**src/rtl/mem_stage_pkg.sv**
```systemverilog
// mem_stage_pkg: shared widths, opcode size ranges, access-size and FSM types for the memory stage.
// Latency: n/a (types, constants and pure functions only).
// Backpressure: n/a.
package mem_stage_pkg;

  localparam int DATA_W = 32;
  localparam int REG_W  = 5;
  localparam int EXC_W  = 8;
  localparam int OPC_W  = 5;

  // Opcode ranges that select the memory access size
  localparam logic [OPC_W-1:0] OPC_WORD_LO = 5'd3;
  localparam logic [OPC_W-1:0] OPC_WORD_HI = 5'd5;
  localparam logic [OPC_W-1:0] OPC_DBL_LO  = 5'd6;
  localparam logic [OPC_W-1:0] OPC_DBL_HI  = 5'd8;
  localparam logic [OPC_W-1:0] OPC_BYTE_LO = 5'd9;
  localparam logic [OPC_W-1:0] OPC_BYTE_HI = 5'd11;

  typedef enum logic [1:0] {
    SZ_W = 2'd0,  // 4 bytes
    SZ_D = 2'd1,  // 2 bytes
    SZ_B = 2'd2   // 1 byte
  } size_e;

  typedef enum logic {
    IDLE = 1'b0,  // no partial load/store outstanding
    HALF = 1'b1   // first beat of a misaligned access seen, waiting for the second
  } state_e;

  // Non-memory opcodes fall back to word size; their size is never used for data.
  function automatic size_e decode_size(input logic [OPC_W-1:0] opc);
    size_e sz;
    sz = SZ_W;
    if (opc >= OPC_WORD_LO && opc <= OPC_WORD_HI) begin
      sz = SZ_W;
    end else if (opc >= OPC_DBL_LO && opc <= OPC_DBL_HI) begin
      sz = SZ_D;
    end else if (opc >= OPC_BYTE_LO && opc <= OPC_BYTE_HI) begin
      sz = SZ_B;
    end
    return sz;
  endfunction

  // True when an access of this size at this offset spills into the next word.
  function automatic logic crosses_word(input size_e sz, input logic [1:0] off);
    return ((sz == SZ_W) && (off != 2'd0)) || ((sz == SZ_D) && (off == 2'd3));
  endfunction

endpackage

```
**src/rtl/mem_stage_if.sv**
```systemverilog
// mem_stage_if: execute-entry, flush and forwarding signals between execute and the memory stage.
// Latency: n/a (wires only).
// Backpressure: none carried; clk_en/halt are the only stall and drain controls.
interface mem_stage_if;
  import mem_stage_pkg::*;

  // control
  logic              clk_en;
  logic              halt;
  // execute entry
  logic              bubble_in;
  logic [OPC_W-1:0]  opcode;
  logic [REG_W-1:0]  tgt_1;
  logic [REG_W-1:0]  tgt_2;
  logic [DATA_W-1:0] result_1;
  logic [DATA_W-1:0] result_2;
  logic [DATA_W-1:0] addr;
  logic              is_load;
  logic              is_store;
  logic              was_misaligned;
  logic              tgts_cr;
  logic [EXC_W-1:0]  exc_in;
  logic [DATA_W-1:0] pc_in;
  logic [DATA_W-1:0] rdata;
  // flush requests from writeback
  logic              exc_in_wb;
  logic              rfe_in_wb;
  // registered stage outputs
  logic [DATA_W-1:0] mem_result_out_1;
  logic [DATA_W-1:0] mem_result_out_2;
  logic [REG_W-1:0]  mem_tgt_1;
  logic [REG_W-1:0]  mem_tgt_2;
  logic              mem_bubble;
  logic              is_load_mem;
  logic              mem_tgts_cr;
  logic [EXC_W-1:0]  exc_out;
  logic [DATA_W-1:0] pc_out;
  logic [OPC_W-1:0]  opcode_out;

  // execute side: drives the entry, consumes the forwarding outputs
  modport master (
    output clk_en, halt, bubble_in, opcode, tgt_1, tgt_2, result_1, result_2, addr,
           is_load, is_store, was_misaligned, tgts_cr, exc_in, pc_in, rdata,
           exc_in_wb, rfe_in_wb,
    input  mem_result_out_1, mem_result_out_2, mem_tgt_1, mem_tgt_2, mem_bubble,
           is_load_mem, mem_tgts_cr, exc_out, pc_out, opcode_out
  );

  // memory stage side
  modport slave (
    input  clk_en, halt, bubble_in, opcode, tgt_1, tgt_2, result_1, result_2, addr,
           is_load, is_store, was_misaligned, tgts_cr, exc_in, pc_in, rdata,
           exc_in_wb, rfe_in_wb,
    output mem_result_out_1, mem_result_out_2, mem_tgt_1, mem_tgt_2, mem_bubble,
           is_load_mem, mem_tgts_cr, exc_out, pc_out, opcode_out
  );

endinterface

```
**src/rtl/mem_stage_load_align.sv**
```systemverilog
// load_align: extracts, shifts, merges and extends load data from the memory read word (option: LOAD_SIGN_EXT_EN).
// Latency: combinational.
// Backpressure: none.
module load_align
  import mem_stage_pkg::*;
(
  input  size_e             size_i,
  input  logic [1:0]        off_i,     // current offset on beat 0 / aligned, latched offset on beat 1
  input  logic [DATA_W-1:0] rdata_i,
  input  logic [DATA_W-1:0] part_i,    // low bytes captured on the first beat
  input  logic              second_i,  // merge part_i with the next word's low bytes
  output logic [DATA_W-1:0] shifted_o, // rdata moved down by the byte offset; also the part to capture
  output logic [DATA_W-1:0] data_o
);

`ifdef LOAD_SIGN_EXT_EN
  localparam logic SIGN_EXT = 1'b1;
`else
  localparam logic SIGN_EXT = 1'b0;
`endif

  logic [4:0]        sh_down;
  logic [5:0]        sh_up;
  logic [DATA_W-1:0] raw;

  assign sh_down   = {off_i, 3'b000};
  // Bytes still missing from beat 1 sit at the bottom of rdata and move up past the captured ones.
  assign sh_up     = 6'd32 - {1'b0, off_i, 3'b000};
  assign shifted_o = rdata_i >> sh_down;

  // Select the raw little-endian value, then extend it to the access size
  always_comb begin
    raw = shifted_o;
    if (second_i) begin
      case (size_i)
        SZ_W:    raw = part_i | (rdata_i << sh_up);
        SZ_D:    raw = {16'h0000, rdata_i[7:0], part_i[7:0]};
        default: raw = shifted_o;
      endcase
    end
    case (size_i)
      SZ_B:    data_o = {{24{SIGN_EXT & raw[7]}}, raw[7:0]};
      SZ_D:    data_o = {{16{SIGN_EXT & raw[15]}}, raw[15:0]};
      default: data_o = raw;
    endcase
  end

endmodule

```
**src/rtl/mem_stage.sv**
```systemverilog
// mem_stage: registers one execute entry per cycle, aligns/extends load data, merges misaligned two-beat loads (option: LOAD_SIGN_EXT_EN).
// Latency: 1 cycle entry to outputs; a misaligned access emits a bubble for beat 0 and its result one cycle after beat 1.
// Backpressure: none; clk_en low freezes all state, halt and flush force bubble outputs and drop any partial merge.
module mem_stage
  import mem_stage_pkg::*;
(
  input  logic       clk,
  input  logic       rst_n,
  mem_stage_if.slave mem_if
);

  size_e             size_w;
  logic [1:0]        off_w;
  logic [1:0]        align_off_w;
  logic              mem_acc_w;
  logic              has_exc_w;
  logic              flush_w;
  logic              first_beat_w;
  logic              second_beat_w;
  logic              orphan_w;
  logic              merge_w;
  logic [DATA_W-1:0] shifted_w;
  logic [DATA_W-1:0] load_data_w;
  logic              unused_addr_w;

  state_e            state_q, state_d;
  logic [DATA_W-1:0] part_q, part_d;
  logic [1:0]        off_q, off_d;
  logic              bubble_q, bubble_d;
  logic [DATA_W-1:0] res1_q, res1_d;
  logic [DATA_W-1:0] res2_q, res2_d;
  logic [REG_W-1:0]  tgt1_q, tgt1_d;
  logic [REG_W-1:0]  tgt2_q, tgt2_d;
  logic              ld_q, ld_d;
  logic              cr_q, cr_d;
  logic [EXC_W-1:0]  exc_q, exc_d;
  logic [DATA_W-1:0] pc_q, pc_d;
  logic [OPC_W-1:0]  opc_q, opc_d;

  assign size_w        = decode_size(mem_if.opcode);
  assign off_w         = mem_if.addr[1:0];
  assign unused_addr_w = ^mem_if.addr[DATA_W-1:2];

  assign mem_acc_w = (mem_if.is_load || mem_if.is_store) && !mem_if.bubble_in;
  assign has_exc_w = (mem_if.exc_in != '0);
  assign flush_w   = mem_if.exc_in_wb || mem_if.rfe_in_wb;

  // A faulting access is reported on its own beat rather than split into two.
  assign first_beat_w  = mem_acc_w && !mem_if.was_misaligned && !has_exc_w &&
                         crosses_word(size_w, off_w);
  assign second_beat_w = !mem_if.bubble_in && mem_if.was_misaligned && (state_q == HALF);
  assign orphan_w      = !mem_if.bubble_in && mem_if.was_misaligned && (state_q == IDLE);
  assign merge_w       = second_beat_w && mem_if.is_load;
  assign align_off_w   = merge_w ? off_q : off_w;

  load_align u_load_align (
    .size_i    (size_w),
    .off_i     (align_off_w),
    .rdata_i   (mem_if.rdata),
    .part_i    (part_q),
    .second_i  (merge_w),
    .shifted_o (shifted_w),
    .data_o    (load_data_w)
  );

  // FSM state register; clk_en low freezes a merge in progress
  always_ff @(posedge clk or negedge rst_n) begin
    if (!rst_n) begin
      state_q <= IDLE;
    end else if (mem_if.clk_en) begin
      state_q <= state_d;
    end
  end

  // Next state: any real entry other than a first beat ends a pending merge; bubbles keep it
  always_comb begin
    state_d = state_q;
    if (mem_if.halt || flush_w) begin
      state_d = IDLE;
    end else if (!mem_if.bubble_in) begin
      state_d = first_beat_w ? HALF : IDLE;
    end
  end

  // Next values of the stage outputs and the merge buffer
  always_comb begin
    bubble_d = 1'b1;
    tgt1_d   = '0;
    tgt2_d   = '0;
    ld_d     = 1'b0;
    cr_d     = 1'b0;
    exc_d    = '0;
    res1_d   = mem_if.is_load ? load_data_w : mem_if.result_1;
    res2_d   = mem_if.result_2;
    pc_d     = mem_if.pc_in;
    opc_d    = mem_if.opcode;
    part_d   = part_q;
    off_d    = off_q;
    if (mem_if.halt || flush_w) begin
      part_d = '0;
      off_d  = '0;
    end else if (mem_if.bubble_in || orphan_w) begin
      // emitted as a bubble; a pending merge survives plain bubbles
    end else if (first_beat_w) begin
      ld_d   = mem_if.is_load;
      part_d = shifted_w;
      off_d  = off_w;
    end else begin
      bubble_d = 1'b0;
      ld_d     = mem_if.is_load;
      exc_d    = mem_if.exc_in;
      if (!has_exc_w) begin
        tgt1_d = mem_if.tgt_1;
        tgt2_d = mem_if.tgt_2;
        cr_d   = mem_if.tgts_cr;
      end
    end
  end

  // Pipeline output registers and merge buffer
  always_ff @(posedge clk or negedge rst_n) begin
    if (!rst_n) begin
      bubble_q <= 1'b1;
      res1_q   <= '0;
      res2_q   <= '0;
      tgt1_q   <= '0;
      tgt2_q   <= '0;
      ld_q     <= 1'b0;
      cr_q     <= 1'b0;
      exc_q    <= '0;
      pc_q     <= '0;
      opc_q    <= '0;
      part_q   <= '0;
      off_q    <= '0;
    end else if (mem_if.clk_en) begin
      bubble_q <= bubble_d;
      res1_q   <= res1_d;
      res2_q   <= res2_d;
      tgt1_q   <= tgt1_d;
      tgt2_q   <= tgt2_d;
      ld_q     <= ld_d;
      cr_q     <= cr_d;
      exc_q    <= exc_d;
      pc_q     <= pc_d;
      opc_q    <= opc_d;
      part_q   <= part_d;
      off_q    <= off_d;
    end
  end

  assign mem_if.mem_bubble       = bubble_q;
  assign mem_if.mem_result_out_1 = res1_q;
  assign mem_if.mem_result_out_2 = res2_q;
  assign mem_if.mem_tgt_1        = tgt1_q;
  assign mem_if.mem_tgt_2        = tgt2_q;
  assign mem_if.is_load_mem      = ld_q;
  assign mem_if.mem_tgts_cr      = cr_q;
  assign mem_if.exc_out          = exc_q;
  assign mem_if.pc_out           = pc_q;
  assign mem_if.opcode_out       = opc_q;

endmodule

```
**src/flat_wrapper.sv**
```systemverilog
// flat-port wrapper written by rule: the top's interface ports become plain ports
module mem_stage_flat import mem_stage_pkg::*;
  (clk, rst_n, mem_if_clk_en, mem_if_halt, mem_if_bubble_in, mem_if_opcode, mem_if_tgt_1, mem_if_tgt_2, mem_if_result_1, mem_if_result_2, mem_if_addr, mem_if_is_load, mem_if_is_store, mem_if_was_misaligned, mem_if_tgts_cr, mem_if_exc_in, mem_if_pc_in, mem_if_rdata, mem_if_exc_in_wb, mem_if_rfe_in_wb, mem_if_mem_result_out_1, mem_if_mem_result_out_2, mem_if_mem_tgt_1, mem_if_mem_tgt_2, mem_if_mem_bubble, mem_if_is_load_mem, mem_if_mem_tgts_cr, mem_if_exc_out, mem_if_pc_out, mem_if_opcode_out);
  mem_stage_if mem_if_i ();
  input  logic clk;
  input  logic rst_n;
  input wire logic [$bits(mem_if_i.clk_en)-1:0] mem_if_clk_en;
  input wire logic [$bits(mem_if_i.halt)-1:0] mem_if_halt;
  input wire logic [$bits(mem_if_i.bubble_in)-1:0] mem_if_bubble_in;
  input wire logic [$bits(mem_if_i.opcode)-1:0] mem_if_opcode;
  input wire logic [$bits(mem_if_i.tgt_1)-1:0] mem_if_tgt_1;
  input wire logic [$bits(mem_if_i.tgt_2)-1:0] mem_if_tgt_2;
  input wire logic [$bits(mem_if_i.result_1)-1:0] mem_if_result_1;
  input wire logic [$bits(mem_if_i.result_2)-1:0] mem_if_result_2;
  input wire logic [$bits(mem_if_i.addr)-1:0] mem_if_addr;
  input wire logic [$bits(mem_if_i.is_load)-1:0] mem_if_is_load;
  input wire logic [$bits(mem_if_i.is_store)-1:0] mem_if_is_store;
  input wire logic [$bits(mem_if_i.was_misaligned)-1:0] mem_if_was_misaligned;
  input wire logic [$bits(mem_if_i.tgts_cr)-1:0] mem_if_tgts_cr;
  input wire logic [$bits(mem_if_i.exc_in)-1:0] mem_if_exc_in;
  input wire logic [$bits(mem_if_i.pc_in)-1:0] mem_if_pc_in;
  input wire logic [$bits(mem_if_i.rdata)-1:0] mem_if_rdata;
  input wire logic [$bits(mem_if_i.exc_in_wb)-1:0] mem_if_exc_in_wb;
  input wire logic [$bits(mem_if_i.rfe_in_wb)-1:0] mem_if_rfe_in_wb;
  output wire logic [$bits(mem_if_i.mem_result_out_1)-1:0] mem_if_mem_result_out_1;
  output wire logic [$bits(mem_if_i.mem_result_out_2)-1:0] mem_if_mem_result_out_2;
  output wire logic [$bits(mem_if_i.mem_tgt_1)-1:0] mem_if_mem_tgt_1;
  output wire logic [$bits(mem_if_i.mem_tgt_2)-1:0] mem_if_mem_tgt_2;
  output wire logic [$bits(mem_if_i.mem_bubble)-1:0] mem_if_mem_bubble;
  output wire logic [$bits(mem_if_i.is_load_mem)-1:0] mem_if_is_load_mem;
  output wire logic [$bits(mem_if_i.mem_tgts_cr)-1:0] mem_if_mem_tgts_cr;
  output wire logic [$bits(mem_if_i.exc_out)-1:0] mem_if_exc_out;
  output wire logic [$bits(mem_if_i.pc_out)-1:0] mem_if_pc_out;
  output wire logic [$bits(mem_if_i.opcode_out)-1:0] mem_if_opcode_out;
  assign mem_if_i.clk_en = mem_if_clk_en;
  assign mem_if_i.halt = mem_if_halt;
  assign mem_if_i.bubble_in = mem_if_bubble_in;
  assign mem_if_i.opcode = mem_if_opcode;
  assign mem_if_i.tgt_1 = mem_if_tgt_1;
  assign mem_if_i.tgt_2 = mem_if_tgt_2;
  assign mem_if_i.result_1 = mem_if_result_1;
  assign mem_if_i.result_2 = mem_if_result_2;
  assign mem_if_i.addr = mem_if_addr;
  assign mem_if_i.is_load = mem_if_is_load;
  assign mem_if_i.is_store = mem_if_is_store;
  assign mem_if_i.was_misaligned = mem_if_was_misaligned;
  assign mem_if_i.tgts_cr = mem_if_tgts_cr;
  assign mem_if_i.exc_in = mem_if_exc_in;
  assign mem_if_i.pc_in = mem_if_pc_in;
  assign mem_if_i.rdata = mem_if_rdata;
  assign mem_if_i.exc_in_wb = mem_if_exc_in_wb;
  assign mem_if_i.rfe_in_wb = mem_if_rfe_in_wb;
  assign mem_if_mem_result_out_1 = mem_if_i.mem_result_out_1;
  assign mem_if_mem_result_out_2 = mem_if_i.mem_result_out_2;
  assign mem_if_mem_tgt_1 = mem_if_i.mem_tgt_1;
  assign mem_if_mem_tgt_2 = mem_if_i.mem_tgt_2;
  assign mem_if_mem_bubble = mem_if_i.mem_bubble;
  assign mem_if_is_load_mem = mem_if_i.is_load_mem;
  assign mem_if_mem_tgts_cr = mem_if_i.mem_tgts_cr;
  assign mem_if_exc_out = mem_if_i.exc_out;
  assign mem_if_pc_out = mem_if_i.pc_out;
  assign mem_if_opcode_out = mem_if_i.opcode_out;
  mem_stage u_core (.clk(clk), .rst_n(rst_n), .mem_if(mem_if_i));
endmodule
```
**config.mk**
```make
export PLATFORM = sky130hd
export DESIGN_NAME = mem_stage_flat
export DESIGN_NICKNAME = d
export VERILOG_FILES = /design/src/rtl/mem_stage_pkg.sv /design/src/rtl/mem_stage_if.sv /design/src/rtl/mem_stage_load_align.sv /design/src/rtl/mem_stage.sv /design/src/flat_wrapper.sv
export SDC_FILE = /design/constraint.sdc
export NUM_CORES = 1
export LEC_CHECK = 0
export CORE_MARGIN = 1
export CORE_UTILIZATION = 44
export CTS_CLUSTER_SIZE = 8
export DETAILED_ROUTE_END_ITERATION = 16
export MAX_ROUTING_LAYER = met4
export PLACE_DENSITY = 0.81
export SLEW_MARGIN = 30
export SYNTH_ARGS = -nofsm -noshare
export SYNTH_HDL_FRONTEND = slang
export SYNTH_SLANG_ARGS = --single-unit
```
**constraint.sdc**
```tcl
create_clock -name clk -period 4.62 [get_ports clk]
set_input_delay 0.924 -clock clk [delete_from_list [all_inputs] [get_ports clk]]
set_output_delay 0.924 -clock clk [all_outputs]
set_load 0.03 [all_outputs]
```
==> results_dict.tcl, run 1 <==
set metrics [dict create \
    clock-sinks 157 \
    hold_viol 0 \
    htree_num_levels 4 \
    grt_pass1_wl_um 39800 \
    synth_fp_nets 924 \
    die_w_um 137 \
    grt_start_max_net_pins 134 \
    cts_tree "yes" \
    worstMarginPinSlew_ns 0.919 \
    seq_area_frac_synth_pct 49.2 \
    fin_crit_ns 3.81 \
    worstSetupPathType "input pin to flip-flop" \
    layout.nets 1200 \
    yosysWarnings 0 \
    post-route-period-util_pct 82.4 \
    finalWorstSetupSlack_ns 0.815 \
    drt_wl_total_um 25900 \
    place_inst 1208 \
    synth_xor_area_share_pct 0 \
    core_um2 17500 \
    top_level_ports 316 \
    cts.reportedPaths.clkPinSlew_ns 0.07 \
    setup_viol 0 \
    worst-r2r-setup-slack_ns 1.52 \
    synth-compound-area-share_pct 22.3 \
    slew_viol_final 0 \
    area_growth_pct 46.6 \
    grt_pass1_vias 7392 \
    syn_inst 726 \
    wl_per_cell_um 20.9 \
    layout_common_cells "clkdlybuf4s50_1, dfrtp_1, mux2_2" \
    drtIter0Drc 629 \
    gp_congestion 0.983 \
    clock_latency_ns 0.41 \
    synth-main-ff-cell "dfrtp_1" \
    finalSetupTns_ns 0 \
    powerDensity_nw_per_um2 330 \
    synth_fa_ha_area_share_pct 0.626 \
    cts_resized 0 \
    layout_commonest_cell "clkdlybuf4s50_1" \
    clockBufferDepth 2 \
    holdCritPathClass "input pin to async pin" \
    synth_area_per_cell_um2 11.0 \
    synth_simple_gate_area_share_pct 11.0 \
    hpwl_um 18500 \
    numCtsBuffers 17 \
    n_antenna_cell 0 \
    grt_usage_pct 29.2 \
    p_leak_nw 4.93 \
    start_util_pct 45.6 \
    cts_root_buf "clkbuf_16" \
    die-area_um2 18700 \
    yosysUniqueCellTypes 63 \
    fin_cells 1240 \
    finClkSkew_ns 0.00515 \
    io_buffers 285 \
    synth_area_um2 7990 \
    num_vias 7252 \
    synth_edf_count 0 \
    first_pass_iters 5 \
    cp.arrival_ns 4.12 \
    cts_hold_buf 0 \
    worstPathRequired_ns 4.94 \
    slew_headroom_pct 38.6 \
    post-place-ws_ns 0.433 \
    status "finished clean" \
    maxCapViolCount 0 \
    row_count 48 \
    synth-seq-cells 157 \
    route.detailed.drc 0 \
    grt-ovfl-total 0 \
    async_reset_ff_share_pct 100 \
    synthMuxAreaShare_pct 13.7 \
    die_y_um 137 \
    crit_fanout 17 \
    fmax_mhz 263 \
    via_per_inst 5.85 \
    cp-start-kind "input pin" \
    rsz0062_at_grt "false" \
    critPathCaptureType "flip-flop" \
    drtAntennaViolNets 0 \
    synth_top_family_by_area "compound AO/OA/AOI/OAI gates" \
    antenna_found_initial 0 \
    layout-drive-gt1-share_pct 14.1 \
    postCtsSetupRepairBufs 0 \
    ir_worst_vdd_uv 248 \
]
[synth_stat cells (3+ instances only)]
library cell	count	area share, %
a211o_1	6	0.66
a21o_1	6	0.56
a21oi_1	37	2.3
a221o_1	14	1.8
a221oi_1	11	1.2
a22o_1	41	4.5
a22oi_1	15	1.4
a31o_2	3	0.33
a31oi_1	22	1.7
and2_1	13	1.0
and3_1	8	0.63
buf_1	5	0.23
buf_2	8	0.50
clkbuf_1	33	1.6
dfrtp_1	156	49
ha_1	4	0.63
inv_1	9	0.42
mux2_2	74	10
mux2i_1	23	2.9
nand2_1	63	3.0
nand2b_1	14	1.1
nand3_1	3	0.19
nand4b_1	3	0.33
nor2_1	29	1.4
nor2b_1	17	1.3
nor3_1	9	0.56
nor4_1	3	0.23
nor4b_1	3	0.33
o211a_1	5	0.63
o211ai_1	4	0.38
o21a_1	5	0.47
o21ai_0	17	1.1
o2bb2ai_1	15	1.6
o311a_1	3	0.38
o31ai_1	11	1.0
[sequential cells by signal, indices dropped and copies added (netlist names)]
signal and cells:
u_core.mem_if.exc_out 8, u_core.mem_if.is_load_mem 1, u_core.mem_if.mem_bubble 1, u_core.mem_if.mem_result_out_1 32
u_core.mem_if.mem_result_out_2 32, u_core.mem_if.mem_tgt_1 5, u_core.mem_if.mem_tgt_2 5, u_core.mem_if.mem_tgts_cr 1
u_core.mem_if.opcode_out 5, u_core.mem_if.pc_out 32, u_core.off_q 2, u_core.part_q 32
u_core.state_q 1
[cell type report]
class | instances | area (um^2)
clock buffers | 21 | 450
repair buffers | 307 | 3060
inverters | 10 | 37.5
flip-flops and latches | 157 | 3930
multi-input cells | 509 | 3820
clock inverters | 11 | 133
well taps | 225 | 282
fillers | 1368 | 5820
[logic make-up (layout without fill, tap and decap cells)]
| logic type | Yosys count | in the layout |
|---|---|---|
| AOI/OAI and AO/OA | 232 | 232 |
| and+or+nand+nor | 174 | 174 |
| DFF | 157 | 157 |
| muxes | 99 | 99 |
| buffers and inverters | 60 | 349 |
| adders and majority gates | 4 | 4 |
[path summary, 6_finish.rpt]
| kind | start | cells after the start | end |
|---|---|---|---|
| max in group asynchronous | rst_n | 3 | u_core.mem_if.mem_result_out_1[4] |
| worst min-delay path | rst_n | 1 | u_core.mem_if.mem_result_out_2[4] |
| min in group clk | u_core.part_q[30] | 1 | u_core.part_q[30] |
| worst max register to register | u_core.state_q | 10 | u_core.mem_if.mem_result_out_1[12] |
| worst max-delay path | mem_if_bubble_in | 11 | u_core.mem_if.mem_result_out_1[12] |
| worst min register to register | u_core.part_q[30] | 1 | u_core.part_q[30] |
[metrics by stage]
| stage | util, % | hold slack (ns) | instance area, um^2 | power [mW] |
|---|---|---|---|---|
| after detailed placement | 63.5 | 0.473 | 11100 | 2.49 |
| final | 66.8 | 0.447 | 11700 | 3.86 |
| after floorplan | - | 0.454 | 7990 | 2.01 |
| after global placement | 63.3 | 0.471 | 11100 | 2.47 |
| after global routing | 66.8 | 0.483 | 11700 | 4.01 |
| after CTS | 66.8 | 0.468 | 11700 | 3.90 |
[layer usage]
metal / wire length [um] / GRT usage [%] / share of wire, % / vias to the layer above
li1: - / - / - / 3293
met1: 10600 / 37.4 / 41 / 3478
met2: 11700 / 43.6 / 45 / 417
met3: 2660 / 8.26 / 10 / 64
met4: 898 / 11.5 / 3.5 / 0
met5: 0 / - / 0 / -
[critical path, cell delays in order]
cell	delay [ns]
clkdlybuf4s50_1	0.50
and4b_1	0.33
buf_4	0.22
mux2_4	0.33
inv_2	0.06
ha_1	0.37
nor4b_1	0.35
mux2_2	0.49
a221o_1	0.25
a21oi_1	0.05
o31ai_1	0.23
[power by group]
part           switching, mW  internal [mW]  total [mW]
clock                  0.577          0.818        1.39
sequential            0.0479           1.47        1.52
combinational          0.508          0.444       0.952
Note: power is estimated with default switching activity, not from simulation.
==> run 2: changes to the inputs <==
==> constraint.sdc (replaced) <==
create_clock -name clk -period 3.93 [get_ports clk]
set_input_delay 0.786 -clock clk [delete_from_list [all_inputs] [get_ports clk]]
set_output_delay 0.786 -clock clk [all_outputs]
set_load 0.03 [all_outputs]
==> results_dict.tcl, run 2 (synthesized netlist as in run 1, its figures left out) <==
set metrics [dict create \
    status "finished clean" \
    grt-ovfl-total 0 \
    antenna_found_initial 0 \
    n_antenna_cell 0 \
    layout.nets 1214 \
    gp_congestion 0.981 \
    start_util_pct 45.6 \
    rsz0062_at_grt "false" \
    holdCritPathClass "input pin to async pin" \
    cts_hold_buf 0 \
    cts_tree "yes" \
    post-route-period-util_pct 87.2 \
    finalWorstSetupSlack_ns 0.504 \
    top_level_ports 316 \
    grt_usage_pct 29.3 \
    cp_cell_sequence "clkdlybuf4s50_1 -> nor4b_1 -> o21ai_0 -> buf_4 -> ha_1 -> nor4b_1 -> mux2_2 -> a221o_1 -> a21oi_1 -> o31ai_1" \
    maxCapViolCount 0 \
    numCtsBuffers 17 \
    ir_worst_vdd_uv 311 \
    core_um2 17500 \
    grt_pass1_wl_um 39800 \
    die_y_um 137 \
    crit_end "u_core.mem_if.mem_result_out_1[10]" \
    first_pass_iters 5 \
    die-area_um2 18700 \
    drtAntennaViolNets 0 \
    htree_num_levels 4 \
    slew_headroom_pct 39.6 \
    worst-r2r-setup-slack_ns 1.07 \
    route.detailed.drc 0 \
    crit_path_frequent_cell "nor4b_1" \
    fmax_mhz 292 \
    clock_latency_ns 0.42 \
    slew_viol_final 0 \
    rr_worst_depth 9 \
    drt_wl_total_um 26200 \
    hold_viol 0 \
    whs_ns 0.402 \
    cts_root_buf "clkbuf_16" \
    worstReg2RegEnd "u_core.mem_if.mem_result_out_1[21]" \
    postCtsSetupRepairBufs 0 \
    worstSetupPathType "input pin to flip-flop" \
    drtIter0Drc 580 \
    critPathCaptureType "flip-flop" \
    cts.reportedPaths.clkPinSlew_ns 0.07 \
    worstPathRequired_ns 4.24 \
    fin_cells 1253 \
    clock-sinks 157 \
    r2r_start "u_core.state_q" \
    hpwl_um 19100 \
    finClkSkew_ns 0.00573 \
    cts_resized 0 \
    num_vias 7320 \
    cp.arrival_ns 3.73 \
    critPathSlowestCell "nor4b_1" \
    via_per_inst 5.84 \
    worstMarginPinSlew_ns 0.905 \
    setup_viol 0 \
    crit_fanout 17 \
    layout-drive-gt1-share_pct 15.4 \
    powerDensity_nw_per_um2 381 \
    layout_commonest_cell "clkdlybuf4s50_1" \
    finalSetupTns_ns 0 \
    fin_crit_ns 3.43 \
    wl_per_cell_um 20.9 \
    io_buffers 285 \
    p_leak_nw 4.99 \
    clockBufferDepth 2 \
    grt_pass1_vias 7460 \
    slowest_delay_ns 0.51 \
    row_count 48 \
    area_growth_pct 47.2 \
    place_inst 1222 \
    post-place-ws_ns 0.147 \
    cp-start-kind "input pin" \
    die_w_um 137 \
    layout_common_cells "clkdlybuf4s50_1, dfrtp_1, mux2_2" \
    grt_start_max_net_pins 92 \
    cp-startpoint "mem_if_opcode[1]" \
]
-- run 2: layer usage --
metal	part of all wire [%]	track usage (%)	routed length, um
met5	0	-	0
met1	40	36.0	10500
met4	3.7	13.2	964
met3	9.8	8.70	2570
met2	46	44.3	12100
-- run 2: worst min path at each step --
stage | endpoint | start | slack, ns | depth (start not counted)
after floorplan | u_core.part_q[24] | u_core.part_q[24] | 0.45 | 1
after global placement | u_core.part_q[25] | u_core.part_q[25] | 0.47 | 1
after detailed placement | u_core.part_q[28] | u_core.part_q[28] | 0.47 | 1
after CTS | u_core.mem_if.mem_result_out_2[15] | rst_n | 0.47 | 1
after global routing | u_core.mem_if.mem_result_out_2[15] | rst_n | 0.47 | 1
final | u_core.mem_if.mem_result_out_2[15] | rst_n | 0.40 | 1
-- run 2: through the flow --
stage / total power [mW] / cell area, um^2 / util, %
global route: 4.65 / 11800 / 67.1
detailed placement: 2.93 / 11200 / 64.0
CTS: 4.50 / 11800 / 67.1
global placement: 2.92 / 11200 / 63.9
floorplan: 2.36 / 7990 / -
finish: 4.48 / 11800 / 67.1
-- run 2: final cells by class --
class,instances,area (um^2)
tap,225,282
clock inverter,13,116
multi-input combinational,509,3820
inverter,10,37.5
fill,1357,5780
timing repair buffer,321,3150
sequential,157,3930
clock buffer,18,429
-- run 2: where the power goes --
part,internal (mW),switching (mW),leakage [nW]
Combinational,0.526,0.599,2.74
Clock,0.870,0.699,0.263
Sequential,1.73,0.0566,1.98
-- run 2: worst max-delay path, delay by kind of cell --
family / cells / cell delay [ns]
muxes: 1 / 0.45
AOI/OAI and AO/OA: 4 / 0.88
and+or+nand+nor: 2 / 0.68
adders and majority gates: 1 / 0.27
buffers and inverters: 2 / 0.67
